## config.mk

```make
export PLATFORM = sky130hd
export DESIGN_NAME = schoolbook_modred_p521
export DESIGN_NICKNAME = d
export VERILOG_FILES = /design/src/rtl/schoolbook_modred_p521.sv
export SDC_FILE = /design/constraint.sdc
export NUM_CORES = 2
export LEC_CHECK = 0
export ABC_AREA = 1
export CAP_MARGIN = 30
export CORE_AREA = 2 2 605 607
export CTS_BUF_LIST = sky130_fd_sc_hd__clkbuf_4 sky130_fd_sc_hd__clkbuf_8
export DETAILED_ROUTE_END_ITERATION = 8
export DIE_AREA = 0 0 607 609
export PLACE_DENSITY = 0.42
export REMOVE_ABC_BUFFERS = 1
export SLEW_MARGIN = 10
export SYNTH_ARGS = -nofsm -noshare
export SYNTH_HDL_FRONTEND = slang
export SYNTH_SLANG_ARGS = --single-unit
```

## constraint.sdc

```tcl
create_clock -name clk -period 62 [get_ports clk]
set_input_delay 18.6 -clock clk [delete_from_list [all_inputs] [get_ports clk]]
set_output_delay 18.6 -clock clk [all_outputs]
set_load 0.05 [all_outputs]
```

## src/rtl/schoolbook_modred_p521.sv

```systemverilog
// Digit-serial reduction of a 1042-bit product modulo the Mersenne prime p = 2^521-1.
// The fold (lo + hi) and the end-around wrap (s + e) share one W-bit adder and one shift register.
module schoolbook_modred_p521 #(
  parameter int W = 64
) (
  input  logic          clk,
  input  logic          rst,
  input  logic          start,
  input  logic [1041:0] c,
  output logic [520:0]  r,
  output logic          busy,
  output logic          done
);

  localparam int N  = (521 + W - 1) / W;
  localparam int NW = N * W;
  localparam int CW = (N > 1) ? $clog2(N) : 1;

  localparam logic [CW-1:0] LAST    = CW'(N - 1);
  localparam logic [CW-1:0] CNT_ONE = CW'(1);
  localparam logic [NW-1:0] ONE     = NW'(1);
  localparam logic [NW-1:0] MASK    = (ONE << 521) - ONE;

  typedef enum logic [1:0] {IDLE, FOLD, WRAP, FIN} state_t;

  state_t          state_q, state_d;
  logic [NW-1:0]   lo_q, lo_d;
  logic [NW-1:0]   hi_q, hi_d;
  logic            carry_q, carry_d;
  logic [CW-1:0]   cnt_q, cnt_d;
  logic [520:0]    r_q, r_d;
  logic            done_q, done_d;

  logic [W:0]      digit;
  logic [NW-1:0]   digit_ext;
  logic [NW-1:0]   lo_shift;
  logic [NW:0]     full;
  logic            last;

  // lo_q doubles as the result register: each sum digit enters at the top while
  // the consumed operand digit leaves at the bottom, so after N steps it holds the sum.
  always_comb begin
    digit     = {1'b0, lo_q[W-1:0]} + {1'b0, hi_q[W-1:0]} + {{W{1'b0}}, carry_q};
    digit_ext = '0;
    digit_ext[W-1:0] = digit[W-1:0];
    lo_shift  = (lo_q >> W) | (digit_ext << (NW - W));
    full      = {digit[W], lo_shift};
    last      = (cnt_q == LAST);
  end

  always_comb begin
    // NOTE: every combinationally assigned signal gets a default first, so no path can infer a latch.
    state_d = state_q;
    lo_d    = lo_q;
    hi_d    = hi_q;
    carry_d = carry_q;
    cnt_d   = cnt_q;
    r_d     = r_q;
    done_d  = 1'b0;

    unique case (state_q)
      IDLE: begin
        if (start) begin
          lo_d           = '0;
          lo_d[520:0]    = c[520:0];
          hi_d           = '0;
          hi_d[520:0]    = c[1041:521];
          carry_d        = 1'b0;
          cnt_d          = '0;
          state_d        = FOLD;
        end
      end
      FOLD: begin
        lo_d    = lo_shift;
        hi_d    = hi_q >> W;
        carry_d = digit[W];
        cnt_d   = cnt_q + CNT_ONE;
        if (last) begin
          // Sum bits above 521 are always zero, so OR-ing them yields exactly bit 521 (e).
          lo_d    = lo_shift & MASK;
          hi_d    = '0;
          carry_d = |(full >> 521);
          cnt_d   = '0;
          state_d = WRAP;
        end
      end
      WRAP: begin
        lo_d    = lo_shift;
        hi_d    = hi_q >> W;
        carry_d = digit[W];
        cnt_d   = cnt_q + CNT_ONE;
        if (last) begin
          lo_d    = lo_shift & MASK;
          carry_d = 1'b0;
          cnt_d   = '0;
          state_d = FIN;
        end
      end
      FIN: begin
        // t can equal p itself; its canonical residue is zero.
        r_d     = (&lo_q[520:0]) ? '0 : lo_q[520:0];
        done_d  = 1'b1;
        state_d = IDLE;
      end
      default: state_d = IDLE;
    endcase
  end

  // NOTE: sequential state uses non-blocking assignments so every register samples pre-edge values.
  always_ff @(posedge clk or posedge rst) begin
    if (rst) begin
      state_q <= IDLE;
      lo_q    <= '0;
      hi_q    <= '0;
      carry_q <= 1'b0;
      cnt_q   <= '0;
      r_q     <= '0;
      done_q  <= 1'b0;
    end else begin
      state_q <= state_d;
      lo_q    <= lo_d;
      hi_q    <= hi_d;
      carry_q <= carry_d;
      cnt_q   <= cnt_d;
      r_q     <= r_d;
      done_q  <= done_d;
    end
  end

  assign r    = r_q;
  assign busy = (state_q != IDLE);
  assign done = done_q;

endmodule

```

==> key figures <==
Worst setup path
  – Setup CP Type: in2async
  – CP required: 63030 ps
  – Critical Path End Type: asynchronous set/reset pin
  – FF-to-FF End: r[340]
  – Largest fanout on the critical path: 151
  – Worst Path Arrival: 23660 ps
  – Reg2Reg Setup Slack: 56510 ps
  – R2R Path Start: lo_q[283]
  – Startpoint Class: input port
  – Worst r2r path cells: 13

Layout
  – Non-Filler Instances: 15600
  – Layout cell share with drive strength beyond 1: 10.7%
  – Nets: 11600
  – Area growth, synth to finish: 34.3%

Floorplan
  – FP Rows: 222
  – Floorplan die height: 609 um
  – Die width: 607 um
  – I/O pins: 1568
  – Initial Utilization: 22.0%
  – Placeable core area: 364000 um^2
  – Die area: 370000 um^2

Placed design
  – Placer's final routability congestion estimate: 0.923
  – Port buffer count: 1567
  – Cell count after placement: 15000
  – Detailed Place HPWL: 324 mm
  – Pre-CTS setup slack: 38160 ps

Synth
  – Synthesis warning total: 0
  – Top_reg_cell synth: dfrtp_1
  – Ys async rst share: 100%
  – Synth Area per Inst: 8.77 um^2
  – Netlist Area Pre-Place: 80000 um^2
  – Number of synthesized flops with an enable pin: 0
  – Cells after Synth: 9115
  – Synth cell types: 37
  – Yosys reg bits: 1626
  – Sequential area share after synthesis: 50.9%

CTS
  – Clock slew at reported path FFs: 50 ps
  – TritonCTS Buffers: 330
  – H-tree levels: 5
  – Clk sinks: 1626
  – PostCTS Resize Cnt: 0
  – CTS hold repair buffers: 0
  – Bufs on Longest Clock Path: 4
  – Setup bufs post-CTS: 0
  – CTS tree: yes
  – Worst skew pair latency: 1080 ps
  – Root buffer cell: clkbuf_8

STA
  – Final Max Slew Viols: 0
  – Fin crit period: 22630 ps
  – Worst setup margin: 39370 ps
  – Hold Slack: 479 ps
  – Clock Skew: 93.8 ps
  – Endpoints failing setup: 0
  – Final Hold Fails: 0
  – Slew @ Worst Pin: 1260 ps
  – Period utilisation layout: 36.5%
  – RSZ-0062 raised after global routing: no
  – Slew headroom: 16.1%
  – Setup Total Neg Slack: 0 ps
  – Fmax: 44.2 MHz

Pwr
  – Cell leakage power: 46.7 nW
  – VDD IR-drop max: 0.0759 mV
  – P per Cell Area: 70.2 nW/um^2

Route
  – Pre-Repair DR Iteration Count: 6
  – Met3 routed WL: 26.7 mm
  – Top sig layer: met5
  – DR vias: 72400
  – Vias per cell: 4.63
  – Routed Antenna Nets: 0
  – Met2 WL: 203 mm
  – Wl on met1: 173 mm
  – DRC: 0
  – DR iter-0 viols: 5906
  – Drt total wl: 418 mm
  – Average wire per standard cell: 26.7 um

Global route
  – Global route total overflow: 0
  – Initial antenna violation count: 225
  – Largest net degree at the start of global routing: 289
  – Vias in the first global route: 73000
  – GRT Util Overall: 21.8%
  – First-pass GRT wire length: 576 mm

Hold path
  – Hold depth: 2
  – HP Start: hi_q[470]
  – Worst hold path endpoint: hi_q[470]
  – Hold WC Path Type: reg2reg

Outcome
  – Status: complete, no violations

Job
  – Number of max-cap violations: 0
critical path, stage by stage:
cell	delay [ps]
clkdlybuf4s50_1	490
inv_8	540
buf_12	540
buf_4	760
buf_4	700
buf_4	750
buf_12	630
through the flow:
| stage | power (mW) | util, % | area (um^2) |
|---|---|---|---|
| floorplan | 5.78 | - | 76700 |
| global placement | 6.28 | 27.3 | 99400 |
| detailed placement | 6.33 | 27.4 | 99700 |
| CTS | 7.59 | 29.3 | 107000 |
| global route | 8.09 | 29.5 | 107000 |
| finish | 7.54 | 29.5 | 107000 |
kinds of logic after synthesis:
logic type | Yosys count | synth area share, %
flip-flops | 1626 | 50.9
adder cells (fa/ha/maj) | 72 | 1.15
buffers and inverters | 1971 | 10.3
AND/OR/NAND/NOR | 2830 | 14.2
AO/OA/AOI/OAI | 2591 | 23.2
XOR/XNOR | 25 | 0.274
final cells by class:
| cell class | count | area (um^2) |
|---|---|---|
| Fill cell | 38900 | 257000 |
| Sequential cell | 1626 | 40700 |
| Multi-Input combinational cell | 5518 | 31200 |
| Timing Repair Buffer | 1684 | 17200 |
| Clock buffer | 519 | 6490 |
| Tap cell | 4816 | 6030 |
| Inverter | 1332 | 5020 |
| Clock inverter | 56 | 509 |
| Antenna cell | 97 | 243 |
synthesized netlist by cell type (all sizes together) (64+ instances only):
library cell	n	area, um^2
nand2	2290	8600
dfrtp	1626	40700
inv	1326	4980
o21ai	992	4960
o22ai	547	5920
clkbuf	518	1940
o211ai	468	3510
a22oi	458	3440
nor2	196	754
nand3	153	766
buf	121	1310
nor4	83	532
nand4	74	463
ha	70	876
a21oi	64	320
worst max path at each step:
stage / from / endpoint / cells after the start
final: rst / lo_q[292] / 7
after global routing: rst / lo_q[225] / 7
after CTS: rst / r[226] / 7
after detailed placement: rst / lo_q[290] / 7
after global placement: rst / r[222] / 7
after floorplan: state_q[0] / lo_q[573] / 6
registers in the layout, summed over array words and instances, names as in the netlist:
| name | flops |
|---|---|
| carry_q | 1 |
| cnt_q | 4 |
| done | 1 |
| hi_q | 521 |
| lo_q | 576 |
| r | 521 |
| state_q | 2 |
power breakdown:
part / switching [mW] / internal [mW]
clock network: 0.533 / 0.678
logic: 2.98 / 1.30
registers: 0.445 / 1.61
cell usage in the layout, fill, tap and decap left out, drive strengths merged, types with 153 or more instances in the layout:
cell and n:
a22oi 458, dfrtp 1626, nand3 153, o211ai 468, nand2 2290, o21ai 992, nor2 196, clkbuf 519
o22ai 547, clkdlybuf4s50 1566, inv 1339
metal layers:
layer  vias up  global-route usage (%)
met4        86                    8.67
met5         -                       0
met2      2386                    36.5
met3       695                    4.79
li1      33400                       -
met1     35800                    27.1
Power figures use the tool's default switching activity.
